==> config.mk <==
export PLATFORM = sky130hd
export DESIGN_NAME = button_conditioner
export DESIGN_NICKNAME = d
export VERILOG_FILES = /design/src/rtl/button_conditioner_pkg.sv /design/src/rtl/sync_2ff.sv /design/src/rtl/button_conditioner.sv
export SDC_FILE = /design/constraint.sdc
export NUM_CORES = 1
export LEC_CHECK = 0
export CELL_PAD_IN_SITES_DETAIL_PLACEMENT = 1
export CELL_PAD_IN_SITES_GLOBAL_PLACEMENT = 1
export CORE_MARGIN = 3
export CORE_UTILIZATION = 36
export DETAILED_ROUTE_END_ITERATION = 12
export PLACE_DENSITY = 0.73
export SYNTH_ARGS = -nofsm -noshare
export SYNTH_HDL_FRONTEND = slang
export SYNTH_SLANG_ARGS = --single-unit
==> constraint.sdc <==
create_clock -name Clk -period 2.1 [get_ports Clk]
set_input_delay 0.42 -clock Clk [delete_from_list [all_inputs] [get_ports Clk]]
set_output_delay 0.42 -clock Clk [all_outputs]
set_load 0.03 [all_outputs]
==> src/rtl/button_conditioner_pkg.sv <==
// rtl/button_conditioner_pkg.sv - shared debounce state encoding and default sizing
package button_conditioner_pkg;

  typedef enum logic [1:0] {
    IDLE      = 2'd0,
    ARMING    = 2'd1,
    HELD      = 2'd2,
    RELEASING = 2'd3
  } db_state_t;

  localparam int DB_CYCLES_DEF = 4;
  localparam int CNT_W_DEF     = 8;

endpackage

==> src/rtl/sync_2ff.sv <==
// rtl/sync_2ff.sv - two-flop synchronizer for a single asynchronous level
module sync_2ff (
  input  logic clk,
  input  logic rst_n,
  input  logic d,
  output logic q
);

  logic meta;

  always_ff @(posedge clk or negedge rst_n) begin
    if (!rst_n) begin
      meta <= 1'b0;
      q    <= 1'b0;
    end else begin
      meta <= d;
      q    <= meta;
    end
  end

endmodule

==> src/rtl/button_conditioner.sv <==
// rtl/button_conditioner.sv - debounced push-button level, one-shot press pulse and press counter
module button_conditioner
  import button_conditioner_pkg::*;
#(
  parameter int DB_CYCLES = DB_CYCLES_DEF,
  parameter int CNT_W     = CNT_W_DEF
) (
  input  logic             Clk,
  input  logic             Rst,
  input  logic             BtnRaw,
  output logic             B,
  output logic             Level,
  output logic [CNT_W-1:0] PressCnt
);

  localparam int DB_W = $clog2(DB_CYCLES);
  localparam logic [DB_W-1:0] DB_MAX = DB_W'(DB_CYCLES - 1);
  localparam logic [DB_W-1:0] DB_ONE = DB_W'(1);

  logic            sync;
  db_state_t       state, state_nxt;
  logic [DB_W-1:0] cnt, cnt_nxt;
  logic            b_nxt;

  sync_2ff u_sync (
    .clk   (Clk),
    .rst_n (Rst),
    .d     (BtnRaw),
    .q     (sync)
  );

  always_ff @(posedge Clk or negedge Rst) begin
    if (!Rst) begin
      state    <= IDLE;
      cnt      <= '0;
      B        <= 1'b0;
      PressCnt <= '0;
    end else begin
      state <= state_nxt;
      cnt   <= cnt_nxt;
      B     <= b_nxt;
      if (b_nxt) PressCnt <= PressCnt + CNT_W'(1);
    end
  end

  // The count of stable samples includes the one that left the resting state,
  // so acceptance happens on the DB_CYCLES-th consecutive stable Sync.
  always_comb begin
    state_nxt = state;
    cnt_nxt   = '0;
    b_nxt     = 1'b0;
    unique case (state)
      IDLE: begin
        if (sync) begin
          state_nxt = ARMING;
          cnt_nxt   = DB_ONE;
        end
      end
      ARMING: begin
        if (!sync) begin
          state_nxt = IDLE;
        end else if (cnt == DB_MAX) begin
          state_nxt = HELD;
          b_nxt     = 1'b1;
        end else begin
          cnt_nxt = cnt + DB_ONE;
        end
      end
      HELD: begin
        if (!sync) begin
          state_nxt = RELEASING;
          cnt_nxt   = DB_ONE;
        end
      end
      RELEASING: begin
        if (sync) begin
          state_nxt = HELD;
        end else if (cnt == DB_MAX) begin
          state_nxt = IDLE;
        end else begin
          cnt_nxt = cnt + DB_ONE;
        end
      end
      default: state_nxt = IDLE;
    endcase
  end

  assign Level = (state == HELD) || (state == RELEASING);

endmodule

## After elaboration in Yosys (flattened, before gate mapping)

Index checks and enable logic that the tools add are counted.

- Reduce and logical (&&, ||, !) cells: 3
- Add/sub/neg operators: 2
- Multiplexer cells: 16
- Equal/unequal tests: 8

Operators with widths:

| operator | count |
|---|---|
| 2-bit 2-to-1 mux | 9 |
| 2-bit case mux with 4 select lines | 2 |
| 8-bit by 1-bit adder with 8-bit output, second input constant | 1 |
| 2-bit == test, second input constant | 3 |
| 1-bit 2-to-1 mux | 5 |
| 4-bit AND reduction | 1 |
| 3-bit by 2-bit inequality test with 1-bit output, second input constant | 1 |
| 3-bit inequality test, second input constant | 1 |
| 2-bit by 1-bit adder with 2-bit output, second input constant | 1 |
| 2-bit by 1-bit == test with 1-bit output, second input constant | 1 |
| 2-bit zero test | 1 |
| 2-bit by 1-bit inequality test with 1-bit output, second input constant | 1 |
| 2-bit inequality test, second input constant | 1 |
| 1-bit logical OR | 1 |

- Output and inout port bits: 10
- Input port bits: 3
- Register bits: 15
- Word-level logic and storage cells: 35

## Depth between registers and ports, before layout

- Depth in word-level cells: 4
- Gate-level depth with buffers: 5
- Gate-level depth less buffers: 5

## Hierarchy

A second synthesis with hierarchy kept.

- Cells, all modules: 47
- Area, all modules: 609.3 sq um

By module, submodules not included:

| module | area each (sq um) | times used | sequential area each (sq um) | cells each |
|---|---|---|---|---|
| button_conditioner | 559.3 | 1 | 325.3 | 45 |
| sync_2ff | 50.0 | 1 | 50.0 | 2 |

## Worst setup path before layout

Ideal clock, no wire load.

- Kind: register to register
- Start: register PressCnt[2]
- End: register PressCnt[7]
- Data arrival time: 1194 ps
- Setup time: 80 ps
- Stages on the path, launching flop included: 4
- Data required time: 2020 ps
- Period minus slack after synthesis: 1274 ps
- Path buffers: 0
- Setup slack: 826 ps
- Cell sequence: dfrtp_1 nand3_1 nor4_4 xor2_1

- Word-level cells in the longest chain between the ends: 1

RTL lines:

| what | RTL line | text |
|---|---|---|
| from (decl) | button_conditioner.sv:13 | `output logic [CNT_W-1:0] PressCnt` |
| from (signal assigned) | button_conditioner.sv:42 | `if (b_nxt) PressCnt <= PressCnt + CNT_W'(1);` |
| 8-bit by 1-bit adder with 8-bit output | button_conditioner.sv:42 |  |

Every way passes these cells.
A chain may end at the register's enable or synchronous reset.

## Worst setup path after layout

- Start: register PressCnt[1]
- End: output PressCnt[1]

No word-level cell between the ends.

==> impl_metrics.py <==
metrics = {
    "status": {
        "outcome": "finished clean",
    },
    "die": {
        "num_rows": 14,
        "core_area_um2": 1540,
        "dieArea_um2": 2220,
        "die_y_um": 47.1,
        "start_util": 0.395,
        "ios": 13,
        "die_x_um": 47.1,
    },
    "pwr": {
        "p_leak_nw": 0.386,
        "pwr-share-seq": 0.521,
        "p_clk_frac": 0.227,
        "combPwrFrac": 0.252,
        "internal_power_uw": 498,
        "total_power_uw": 754,
        "power_switching_uw": 255,
        "cellPowerDensity_nw_per_um2": 972,
        "switching_share": 0.339,
        "ir_drop_mv": 0.465,
    },
    "clock_network": {
        "cts_resized": 0,
        "clk_latency_ns": 0.28,
        "h-tree-depth": 1,
        "cts_sinks": 15,
        "clk_pin_slew_ns": 0.10,
        "clock_path_buffers": 2,
        "hold_buffers": 0,
        "cts_setup_buffers": 0,
        "ctsRootBufferMaster": "clkbuf_4",
        "cts_tree": "yes",
        "numCtsBuffers": 3,
    },
    "yosys": {
        "ys_seq_elements": 15,
        "yosysWarnings": 0,
        "ys_seq_area_frac": 0.616,
        "syn_area_um2": 609,
        "synthDistinctLibCells": 15,
        "syn_nets": 52,
        "avgSynthCellArea_um2": 13.0,
        "synth_cells": 47,
    },
    "critical_path": {
        "crit_chain": "clkdlybuf4s50_1",
        "path_max_fanout": 5,
        "cp_data_required_time_ns": 1.68,
        "slowest_delay_ns": 0.71,
        "crit_slowest_cell": "clkdlybuf4s50_1",
        "critical_path_class": "reg -> out",
        "r2r_setup_slack_ns": 0.69,
        "reg2regPathDepth": 5,
        "critPathTopFamily": "buffers and inverters",
        "worst_r2r_endpoint": "PressCnt[4]$_DFFE_PN0P_",
        "crit_path_start_kind": "register",
        "r2r_start": "cnt[0]$_DFF_PN0_",
        "critPathBufInv": 1,
        "crit_arrival_ns": 1.43,
        "crit_path_end_kind": "primary output",
    },
    "sta": {
        "finClkSkew_ns": 0.00812,
        "relSlewSlack": 0.564,
        "tns_ns": 0,
        "max_freq_mhz": 540,
        "timing.final.crit_share": 0.881,
        "worstMarginPinSlew_ns": 0.652,
        "setup_viol": 0,
        "drv_slew": 0,
        "finalHoldViolations": 0,
        "fin_crit_ns": 1.85,
        "rsz0062_at_grt": "no",
    },
    "hold_path": {
        "hold_depth": 0,
        "hp-class": "reg -> reg",
        "min_to": "u_sync.q$_DFF_PN0_",
        "hold_path.startpoint": "u_sync.meta$_DFF_PN0_",
    },
    "global_route": {
        "grt_usage": 0.126,
        "grt_max_degree": 16,
        "antenna_found_initial": 0,
        "grt_first_pass_wirelength_um": 1880,
        "grt_remaining_overflow": 0,
        "grt_pass1_vias": 425,
    },
    "drt": {
        "vias": 388,
        "wl_um": 1130,
        "drt-pass1-iter-count": 4,
        "routed_via_density": 4.97,
        "drt_iter0_drc": 3,
        "wl_per_cell_um": 14.4,
        "ant_nets": 0,
        "drc": 0,
    },
    "finish": {
        "diodes": 0,
        "seq_area_um2": 375,
        "final_nets": 68,
        "syn_to_final_growth_pct": 27.3,
        "drive_gt1_frac": 0.113,
        "multi_input_area_um2": 226,
        "n_fill_cell": 169,
    },
    "placed_design": {
        "place_congestion": 0.618,
        "io_buffers": 12,
        "place_hpwl_um": 818,
    },
    "run": {
        "maxCapViolCount": 0,
    },
}
## cells by family (layout without fill, tap and decap cells)
logic type	Yosys count	count (layout)	share of synthesized area
adders and majority gates	2	2	0.0411
muxes	1	1	0.0185
DFF	15	15	0.616
AOI/OAI and AO/OA	2	2	0.0164
and+or+nand+nor	17	17	0.181
buffers and inverters	2	17	0.0123
xor gates and xnor gates	8	8	0.115
## state kept, by name, indices dropped and copies added (netlist names), named ones only
name	flops
B	1
u_sync.meta	1
u_sync.q	1
state	1
PressCnt	8
cnt	2
## cell usage after synthesis
library cell	n	area (um2)
a21oi_1	2	10.0
inv_1	1	3.75
nand4b_4	1	23.8
nand2_1	9	33.8
xnor2_1	5	43.8
dfrtp_1	15	375
nand4_1	2	12.5
ha_1	2	25.0
nor2_1	1	3.75
nor3_1	2	10.0
nor4_4	1	21.3
clkbuf_1	1	3.75
xor2_1	3	26.3
mux2_2	1	11.3
nand3_1	1	5.00
## how the worst max path moves through the flow
stage	startpoint	endpoint	slack, ns	cells after the start
2_1_floorplan	PressCnt[2]$_DFFE_PN0P_	PressCnt[7]$_DFFE_PN0P_	0.83	3
3_3_place_gp	PressCnt[0]$_DFFE_PN0P_	PressCnt[0]	0.59	1
3_5_place_dp	register	Level	0.57	1
4_1_cts	register	Level	0.23	1
5_1_grt	PressCnt[5]$_DFFE_PN0P_	PressCnt[5]	0.18	1
6_report	PressCnt[1]$_DFFE_PN0P_	PressCnt[1]	0.25	1
## power groups by stage
stage / Sequential (mW) / Clock, mW / Combinational, mW
6_report: 0.393 / 0.171 / 0.190
5_1_grt: 0.402 / 0.192 / 0.204
4_1_cts: 0.393 / 0.181 / 0.192
3_5_place_dp: 0.398 / 0 / 0.191
3_3_place_gp: 0.395 / 0 / 0.180
2_1_floorplan: 0.410 / 0 / 0.103
## metal layers
layer | up-vias | routed length [um] | GRT usage
li1 | 186 | - | -
met3 | 0 | 32 | 0.0230
met4 | 0 | 0 | 0.0829
met1 | 196 | 483 | 0.156
met2 | 6 | 611 | 0.201
met5 | - | 0 | 0
## per-stage QoR
step	std cells	hold slack, ns	util	cell area, um2	setup slack [ns]
finish	78	0.360	0.503	776	0.249
detailed placement	74	0.338	0.484	746	0.566
global route	78	0.367	0.503	776	0.183
CTS	78	0.362	0.503	776	0.230
floorplan	47	0.124	-	609	0.826
global placement	74	0.334	0.484	746	0.587
## cell type report
cell class              instances  share of cell area
repair buffers                 12               0.155
multi-input cells              30               0.292
well taps                      16              0.0258
clock inverters                 1             0.00968
flip-flops and latches         15               0.484
clock buffers                   3              0.0290
inverters                       1             0.00484
## placed cells by master, fill, tap and decap left out
cell / Yosys / layout
nand4b_4: 1 / 1
nand3_1: 1 / 1
nor3_1: 2 / 2
clkdlybuf4s50_1: 0 / 12
nor2_1: 1 / 1
nor4_4: 1 / 1
inv_1: 1 / 1
clkbuf_4: 0 / 3
a21oi_1: 2 / 2
ha_1: 2 / 2
clkinvlp_4: 0 / 1
xnor2_1: 5 / 5
dfrtp_1: 15 / 15
nand2_1: 9 / 9
nand4_1: 2 / 2
mux2_2: 1 / 1
xor2_1: 3 / 3
Note: power is estimated with default switching activity, not from simulation.
